[config.mk]
export PLATFORM = sky130hd
export DESIGN_NAME = mem_access_unit
export DESIGN_NICKNAME = d
export VERILOG_FILES = /design/src/rtl/mem_pkg.sv /design/src/rtl/mem_lane_align.sv /design/src/rtl/mem_access_unit.sv
export SDC_FILE = /design/constraint.sdc
export NUM_CORES = 1
export LEC_CHECK = 0
export CAP_MARGIN = 10
export CORE_MARGIN = 2
export CORE_UTILIZATION = 39
export CTS_BUF_LIST = sky130_fd_sc_hd__clkbuf_8
export DETAILED_ROUTE_END_ITERATION = 6
export GPL_TIMING_DRIVEN = 0
export HOLD_SLACK_MARGIN = 0.08
export MAX_ROUTING_LAYER = met4
export PLACE_DENSITY_LB_ADDON = 0.25
export SETUP_SLACK_MARGIN = 0.3
export SLEW_MARGIN = 0
export SYNTH_ARGS = -nofsm -noshare
export SYNTH_HDL_FRONTEND = slang
export SYNTH_SLANG_ARGS = --single-unit
[constraint.sdc]
create_clock -name i_clk -period 2.5 [get_ports i_clk]
set_clock_uncertainty 0.1 [all_clocks]
set_input_delay 0.5 -clock i_clk [delete_from_list [all_inputs] [get_ports i_clk]]
set_output_delay 0.5 -clock i_clk [all_outputs]
set_load 0.02 [all_outputs]
[src/rtl/mem_pkg.sv]
// Shared definitions for the load/store engine: RV32I funct3 codes,
// FSM state encoding and the byte-offset width inside a word.
package mem_pkg;

   localparam int OFF_W = 2;

   localparam logic [2:0] F3_B  = 3'b000;
   localparam logic [2:0] F3_H  = 3'b001;
   localparam logic [2:0] F3_W  = 3'b010;
   localparam logic [2:0] F3_BU = 3'b100;
   localparam logic [2:0] F3_HU = 3'b101;

   typedef enum logic [2:0] {
      IDLE    = 3'd0,
      RD      = 3'd1,
      RD_WAIT = 3'd2,
      WR      = 3'd3,
      RESP    = 3'd4
   } state_t;

endpackage

[src/rtl/mem_lane_align.sv]
// Combinational lane logic: extracts and extends a load value from a memory
// word, and builds the merged word for a sub-word read-modify-write store.
module mem_lane_align
   import mem_pkg::*;
#(
   parameter int W = 32
) (
   input  logic [W-1:0]     word,
   input  logic [OFF_W-1:0] offset,
   input  logic [2:0]       funct3,
   input  logic [W-1:0]     wdata,
   output logic [W-1:0]     load_val,
   output logic [W-1:0]     merged
);

   logic [7:0]  byte_sel;
   logic [15:0] half_sel;

   always_comb begin
      byte_sel = word[{offset, 3'b000} +: 8];
      // Halfword lanes ignore offset[0]; a misaligned H folds down to its half.
      half_sel = offset[1] ? word[31:16] : word[15:0];
      load_val = word;
      merged   = wdata;

      case (funct3)
         F3_B:    load_val = {{(W-8){byte_sel[7]}}, byte_sel};
         F3_BU:   load_val = {{(W-8){1'b0}}, byte_sel};
         F3_H:    load_val = {{(W-16){half_sel[15]}}, half_sel};
         F3_HU:   load_val = {{(W-16){1'b0}}, half_sel};
         default: load_val = word;
      endcase

      case (funct3)
         F3_B: begin
            merged = word;
            merged[{offset, 3'b000} +: 8] = wdata[7:0];
         end
         F3_H: begin
            merged = word;
            if (offset[1]) merged[31:16] = wdata[15:0];
            else           merged[15:0]  = wdata[15:0];
         end
         default: merged = wdata;
      endcase
   end

endmodule

[src/rtl/mem_access_unit.sv]
// Load/store engine between execute stage and word-wide data memory; sub-word
// stores are read-modify-write. Build option: MEM_ACCESS_MISALIGN_TRAP_EN.
//
// state   | meaning
// IDLE    | ready for a request
// RD      | memory read strobe
// RD_WAIT | read data on i_mem_data; extend load or merge store word
// WR      | memory write strobe with final word
// RESP    | one-cycle response pulse
module mem_access_unit
   import mem_pkg::*;
#(
   parameter int W = 32,
   parameter int D = 8
) (
   input  logic         i_clk,
   input  logic         i_reset_n,
   input  logic         i_req_valid,
   output logic         o_req_ready,
   input  logic         i_req_write,
   input  logic [2:0]   i_req_funct3,
   input  logic [D-1:0] i_req_addr,
   input  logic [W-1:0] i_req_wdata,
   output logic         o_rsp_valid,
   output logic [W-1:0] o_rsp_data,
   output logic         o_rsp_err,
   output logic [D-1:0] o_mem_addr,
   output logic [W-1:0] o_mem_data,
   output logic         o_mem_read,
   output logic         o_mem_write,
   input  logic [W-1:0] i_mem_data
);

   state_t       state_q, state_d;
   logic [D-1:0] addr_q;
   logic [2:0]   f3_q;
   logic         write_q;
   logic         err_q;
   logic [W-1:0] wdata_q;
   logic [W-1:0] rsp_data_q;
   logic         accept;
   logic         req_illegal;
   logic         req_misalign;
   logic         req_err;
   logic [W-1:0] load_val;
   logic [W-1:0] merged;

   assign accept      = i_req_valid && (state_q == IDLE);
   assign req_illegal = (i_req_funct3 == 3'b011) || (i_req_funct3 == 3'b110) ||
                        (i_req_funct3 == 3'b111) || (i_req_write && i_req_funct3[2]);
`ifdef MEM_ACCESS_MISALIGN_TRAP_EN
   assign req_misalign = ((i_req_funct3[1:0] == 2'b01) && i_req_addr[0]) ||
                         ((i_req_funct3[1:0] == 2'b10) && (i_req_addr[1:0] != 2'b00));
`else
   assign req_misalign = 1'b0;
`endif
   assign req_err = req_illegal || req_misalign;

   mem_lane_align #(.W(W)) u_align (
      .word     (i_mem_data),
      .offset   (addr_q[OFF_W-1:0]),
      .funct3   (f3_q),
      .wdata    (wdata_q),
      .load_val (load_val),
      .merged   (merged)
   );

   always_ff @(posedge i_clk or negedge i_reset_n) begin
      if (!i_reset_n) state_q <= IDLE;
      else            state_q <= state_d;
   end

   always_comb begin
      state_d     = state_q;
      o_req_ready = 1'b0;
      o_rsp_valid = 1'b0;
      o_rsp_err   = 1'b0;
      o_mem_read  = 1'b0;
      o_mem_write = 1'b0;
      case (state_q)
         IDLE: begin
            o_req_ready = 1'b1;
            if (i_req_valid) begin
               if (req_err)                                 state_d = RESP;
               else if (i_req_write && i_req_funct3 == F3_W) state_d = WR;
               else                                         state_d = RD;
            end
         end
         RD: begin
            o_mem_read = 1'b1;
            state_d    = RD_WAIT;
         end
         RD_WAIT: state_d = write_q ? WR : RESP;
         WR: begin
            o_mem_write = 1'b1;
            state_d     = RESP;
         end
         RESP: begin
            o_rsp_valid = 1'b1;
            o_rsp_err   = err_q;
            state_d     = IDLE;
         end
         default: state_d = IDLE;
      endcase
   end

   // wdata_q doubles as the merge buffer so WR always drives it unchanged.
   always_ff @(posedge i_clk or negedge i_reset_n) begin
      if (!i_reset_n) begin
         addr_q     <= '0;
         f3_q       <= '0;
         write_q    <= 1'b0;
         err_q      <= 1'b0;
         wdata_q    <= '0;
         rsp_data_q <= '0;
      end else begin
         if (accept) begin
            addr_q  <= i_req_addr;
            f3_q    <= i_req_funct3;
            write_q <= i_req_write;
            wdata_q <= i_req_wdata;
            err_q   <= req_err;
            if (req_err) rsp_data_q <= '0;
         end
         if (state_q == RD_WAIT) begin
            if (write_q) wdata_q    <= merged;
            else         rsp_data_q <= load_val;
         end
         if (state_q == WR) rsp_data_q <= '0;
      end
   end

   assign o_rsp_data = rsp_data_q;
   assign o_mem_addr = {addr_q[D-1:OFF_W], {OFF_W{1'b0}}};
   assign o_mem_data = wdata_q;

endmodule
=== After elaboration in Yosys (flattened, before gate mapping) ===
Cells that the tools add are included.

* Add/subtract/negate cells: 1
* Equal/unequal tests: 14
* Muxes and demuxes: 24
* Reduce and logical (&&, ||, !) cells: 9
* Shift-type cells: 3

{| class="wikitable"
|+ Operators with widths
! kind !! number
|-
| $mux W32 || 8
|-
| $pmux W32 S4 || 1
|-
| $pmux W32 S2 || 1
|-
| $mux W16 || 3
|-
| $bwmux W32 || 1
|-
| $shift A8 B7 Y32 const A || 1
|-
| $shiftx A32 B6 Y8 || 1
|-
| $shiftx A8 B7 Y32 || 1
|-
| $eq A3 B3 Y1 const B || 5
|-
| $eq A3 B2 Y1 const B || 4
|-
| $pmux W3 S4 || 1
|-
| $mux W3 || 3
|-
| $neg A5 Y7 || 1
|-
| $eq A3 B1 Y1 const B || 2
|-
| $logic_not A3 Y1 || 2
|-
| $mux W1 || 5
|-
| $ne A4 B2 Y1 const B || 1
|-
| $ne A4 B4 Y1 const B || 1
|-
| $logic_and A1 B1 Y1 || 3
|-
| $logic_or A1 B1 Y1 || 3
|-
| $mux W2 || 1
|-
| $ne A2 B2 Y1 const B || 1
|-
| $reduce_and A2 Y1 || 1
|}

* Output and inout port bits: 77
* Input bits: 79
* Bits in registers: 80

=== Logic depth before layout (Yosys ltp) ===
* Depth in word-level cells: 9
* Mapped depth: 8
* Gate-level depth less buffers: 6

=== Modules after synthesis ===
From an unflattened synthesis, not the netlist that was laid out.

* Cell total of the unflattened synthesis: 579
* Area, all modules: 5225.0 µm²

{| class="wikitable"
|+ By module, submodules not included
! module !! cells an instance !! area an instance (µm²) !! times used !! sequential area each (µm²)
|-
| mem_access_unit || 278 || 3464.6 || 1 || 2001.9
|-
| mem_lane_align || 301 || 1760.4 || 1 || 0.0
|}

=== Worst setup path after synthesis ===
OpenSTA, ideal clock, no wires.

* Path type: register to register
* Start: reg addr_q[0]
* End: reg wdata_q[27], in the netlist o_mem_data[27]
* Setup time: 0.094 ns
* Setup slack: 0.232 ns
* Stages on the path, launching flop included: 9
* Clock period less this slack: 2.268 ns
* Data arrival time: 2.074 ns
* Data required time: 2.306 ns
* Path through: dfrtp_1 > buf_2 > clkinv_1 > ha_1 > nor4bb_1 > buf_1 > a221o_1 > o21ai_0 > a211oi_1

* Word-level cells in the longest chain between the ends: 6

{| class="wikitable"
|+ RTL lines
! what !! RTL line !! text
|-
| from (decl) || mem_access_unit.sv:35 || <nowiki>logic [D-1:0] addr_q;</nowiki>
|-
| from (signal assigned) || mem_access_unit.sv:118 || <nowiki>addr_q <= i_req_addr;</nowiki>
|-
| $neg A5 Y7 (*) || mem_lane_align.sv:37 || <nowiki>merged[{offset, 3'b000} +: 8] = wdata[7:0];</nowiki>
|-
| $shiftx A8 B7 Y32 or $shift A8 B7 Y32 (tied branches) || mem_lane_align.sv:37 ||
|-
| $bwmux W32 (*) || mem_lane_align.sv:37 ||
|-
| $pmux W32 S2 (*) || mem_lane_align.sv:34 || <nowiki>case (funct3)</nowiki>
|-
| $mux W32 (*) || mem_access_unit.sv:126 || <nowiki>if (write_q) wdata_q <= merged;</nowiki>
|-
| $mux W32 (*) || mem_access_unit.sv:125 || <nowiki>if (state_q == RD_WAIT) begin</nowiki>
|-
| to (signal assigned) || mem_access_unit.sv:121 || <nowiki>wdata_q <= i_req_wdata;</nowiki>
|-
| to (signal assigned) || mem_access_unit.sv:126 ||
|-
| to (decl) || mem_access_unit.sv:39 || <nowiki>logic [W-1:0] wdata_q;</nowiki>
|}

Mark *: on every way between the ends. The rest lies on a longest branch, timed or not.
A chain may end at the register's enable or synchronous reset.

=== Worst setup path after layout ===
* Start: reg state_q[0]
* End: reg wdata_q[23], in the netlist o_mem_data[23]

* Word-level cells in the longest chain between the ends: 5

{| class="wikitable"
|+ RTL lines
! what !! RTL line !! text
|-
| from (decl) || mem_access_unit.sv:34 || <nowiki>state_t state_q, state_d;</nowiki>
|-
| from (signal assigned) || mem_access_unit.sv:70 || <nowiki>else state_q <= state_d;</nowiki>
|-
| $logic_not A3 Y1 || mem_access_unit.sv:48 || <nowiki>assign accept = i_req_valid && (state_q == IDLE);</nowiki>
|-
| $logic_and A1 B1 Y1 || mem_access_unit.sv:48 ||
|-
| $mux W32 || mem_access_unit.sv:117 || <nowiki>if (accept) begin</nowiki>
|-
| $mux W32 || mem_access_unit.sv:126 ||
|-
| $mux W32 || mem_access_unit.sv:125 ||
|}

Several ways; a longest one is shown, not always the timed one.

==> flow_summary.json <==
{
  "drt_pass1_iterations": 6,
  "die_w_microns": 112,
  "period_share_pct": 88.9,
  "drc_errors": 0,
  "synth-seq-area-share_pct": 43.8,
  "root_buffer": "clkbuf_8",
  "yosysUniqueCellTypes": 63,
  "crit_chain": "clkbuf_4 -> nand3b_1 -> nor4_2 -> and2_1 -> buf_1 -> a221o_1",
  "vdd_drop_max_mv": 0.685,
  "path_class": "reg -> reg",
  "vias": 4717,
  "crit_arrival_ns": 2.44,
  "status": "complete, no violations",
  "hp-class": "reg -> reg",
  "drive_gt1_share_pct": 13.4,
  "worstMarginPinSlew_ns": 0.711,
  "final_cells": 800,
  "drt-initial-drc-count": 393,
  "diodes": 0,
  "cts_max_level": 3,
  "required_ns": 2.72,
  "setup_viol": 0,
  "die_y_microns": 112,
  "rsz0062_at_grt": "yes",
  "clock-sinks": 80,
  "area_growth_pct": 46.7,
  "clk_path_buf_depth": 2,
  "maxCapViolCount": 0,
  "period_needed_ns": 2.22,
  "synth_warnings": 0,
  "synth_flop_cell": "dfrtp_1",
  "cp_slowest_cell": "nor4_2",
  "grt_pass1_vias": 4561,
  "clkTransAtPathRegs_ns": 0.08,
  "nets": 736,
  "postSynthCellCount": 480,
  "slew_headroom_pct": 52.3,
  "row_count": 39,
  "synth-seq-cells": 80,
  "syn_avg_cell_area_sq_um": 9.52,
  "track_usage_pct": 28.2,
  "grt_max_degree": 42,
  "hold_viol": 0,
  "p_leak_nw": 2.88,
  "gp_congestion": 0.909,
  "start_kind": "flop",
  "drv_slew": 0,
  "power_density_nw_per_um2": 1190,
  "grt_pass1_wl_microns": 26400,
  "tritoncts.num_buffers": 9,
  "start_util_pct": 40.0,
  "async_flop_share_pct": 100,
  "cts_tree": "yes",
  "max_freq_mhz": 450,
  "numPortBuffers": 153,
  "core_sq_um": 11400,
  "final_antenna_net_count": 0,
  "dieArea_sq_um": 12600,
  "clk_latency_ns": 0.38,
  "vias_per_cell": 5.90,
  "cp-end-kind": "flop",
  "ios": 156,
  "dpl.hpwl_microns": 12900,
  "wl_per_cell_microns": 21.6,
  "final_util_pct": 58.7,
  "cp_max_fo": 10,
  "grt.overflow.total": 0,
  "wl_microns": 17300,
  "slowest_delay_ns": 0.43,
  "synthesis.area_sq_um": 4570,
  "synth_edf_count": 0,
  "grt_antenna_before_repair": 0,
  "dp_cells": 778
}
flip-flops by register name, indices dropped and copies added, names as in the netlist:
signal / count
o_rsp_data: 32
err_q: 1
addr_q: 8
f3_q: 3
write_q: 1
o_mem_data: 32
state_q: 3
routing by layer:
layer  up-vias  track usage, %  routed length [microns]
met1      2287            38.3                     7660
li1       2166               -                        -
met4         0            10.8                      562
met5         -               -                        0
met3        43            5.94                     1200
met2       221            41.8                     7860
cell families (layout without fill, tap and decap cells):
group	after synthesis	count (layout)	share of synthesized area [%]
compound gates	169	169	27.9
simple gates	156	156	17.9
flops	80	80	43.8
buf+inv	56	232	5.75
mux	13	13	3.15
fa+ha+maj	5	5	1.37
other cells	1	2	0.0821
path summary, 6_finish.rpt:
| check | startpoint | to | slack, ns | depth (start not counted) |
|---|---|---|---|---|
| setup reg to reg | state_q[0]$_DFFE_PN0P_ | o_mem_data[23]$_DFFE_PN0P_ | 0.28 | 6 |
| min in group asynchronous | i_reset_n | o_mem_data[25]$_DFFE_PN0P_ | 0.54 | 2 |
| hold / removal | err_q$_DFFE_PN0N_ | err_q$_DFFE_PN0N_ | 0.38 | 2 |
| hold reg to reg | err_q$_DFFE_PN0N_ | err_q$_DFFE_PN0N_ | 0.38 | 2 |
| setup / recovery | state_q[0]$_DFFE_PN0P_ | o_mem_data[23]$_DFFE_PN0P_ | 0.28 | 6 |
| max in group asynchronous | i_reset_n | o_rsp_data[6]$_DFF_PN0_ | 1.15 | 3 |
per-stage QoR:
| step | power, mW | TNS (ns) | hold WS [ns] | setup slack, ns | instance area, sq um |
|---|---|---|---|---|---|
| global route | 8.46 | 0 | 0.416 | 0.218 | 6710 |
| global placement | 6.67 | -173.23 | 0.358 | -2.01 | 6280 |
| finish | 7.96 | 0 | 0.381 | 0.277 | 6710 |
| detailed placement | 6.74 | -14.91 | 0.361 | -0.303 | 6300 |
| CTS | 7.78 | 0 | 0.380 | 0.106 | 6560 |
| floorplan | 4.87 | 0 | 0.104 | 0.328 | 4570 |
where the power goes:
group | total (mW) | leakage [nW] | switching (mW) | internal (mW)
Clock | 0.951 | 0.0962 | 0.499 | 0.452
Sequential | 2.26 | 1.01 | 0.426 | 1.83
Combinational | 4.75 | 1.78 | 2.58 | 2.16
Total | 7.96 | 2.88 | 3.51 | 4.45
worst max-delay path, delay by kind of cell, from the launching register on:
family                 cells  cell delay [ns]
buffers and inverters      2             0.58
AO/OA/AOI/OAI              1             0.23
flip-flops                 1             0.39
AND/OR/NAND/NOR            3             0.86
layout by cell type (no fill, tap or decap), types with 3 or more instances in the layout:
master and n:
buf_2 8, nor2_1 13, dfrtp_1 79, mux2i_1 11, a211oi_1 21, clkbuf_8 10
a21o_1 3, and2_1 11, or3_1 7, nor3_1 11, a22oi_1 13, o221ai_1 4
nand2_1 72, and4_1 8, nand2b_1 4, a21oi_1 8, clkinv_2 3, dlygate4sd2_1 4
buf_6 3, a211oi_2 3, o21ai_0 24, nor2b_1 6, inv_1 9, o211ai_1 4
ha_1 4, clkbuf_1 7, o22ai_1 20, a221oi_1 7, buf_4 19, clkdlybuf4s50_1 144
clkbuf_2 12, a221o_1 26, o21a_1 8, o31a_1 5
what timing repair did:
| action | CTS | global route |
|---|---|---|
| hold endpoints to repair | 39 | 0 |
| resized for setup | 25 | 53 |
| pin swaps | 3 | 8 |
| setup endpoints to repair | 82 | 73 |
| setup buffers | 2 | 3 |
| hold buffers | 1 | 0 |
synthesized netlist by cell type, types with 3 or more instances:
master | count | area (sq um)
or3_1 | 7 | 43.8
nand2_1 | 72 | 270
nor2_1 | 15 | 56.3
o211ai_1 | 4 | 30.0
nor2b_1 | 7 | 43.8
a221o_1 | 26 | 260
o31a_1 | 5 | 43.8
buf_4 | 8 | 60.1
a211oi_1 | 24 | 180
buf_2 | 12 | 60.1
ha_1 | 5 | 62.6
nand2b_1 | 5 | 31.3
a21o_1 | 3 | 22.5
dfrtp_1 | 80 | 2000
o221ai_1 | 4 | 35.0
a221oi_1 | 7 | 61.3
a21oi_1 | 10 | 50.1
mux2i_1 | 11 | 110
o21ai_0 | 24 | 120
o21a_1 | 8 | 60.1
a22oi_1 | 15 | 113
and2_1 | 11 | 68.8
clkbuf_1 | 20 | 75.1
nor3_1 | 11 | 55.1
and4_1 | 8 | 70.1
o22ai_1 | 20 | 125
inv_1 | 8 | 30.0
buf_1 | 4 | 15.0
layout make-up:
class	count	area, sq um
Fill cell	1037	4710
Multi-Input combinational cell	345	2420
Sequential cell	80	2000
Timing Repair Buffer	160	1590
Buffer	45	277
Tap cell	143	179
Clock buffer	9	124
Clock inverter	7	63.8
Inverter	11	48.8
Note: power is estimated with default switching activity, not from simulation.
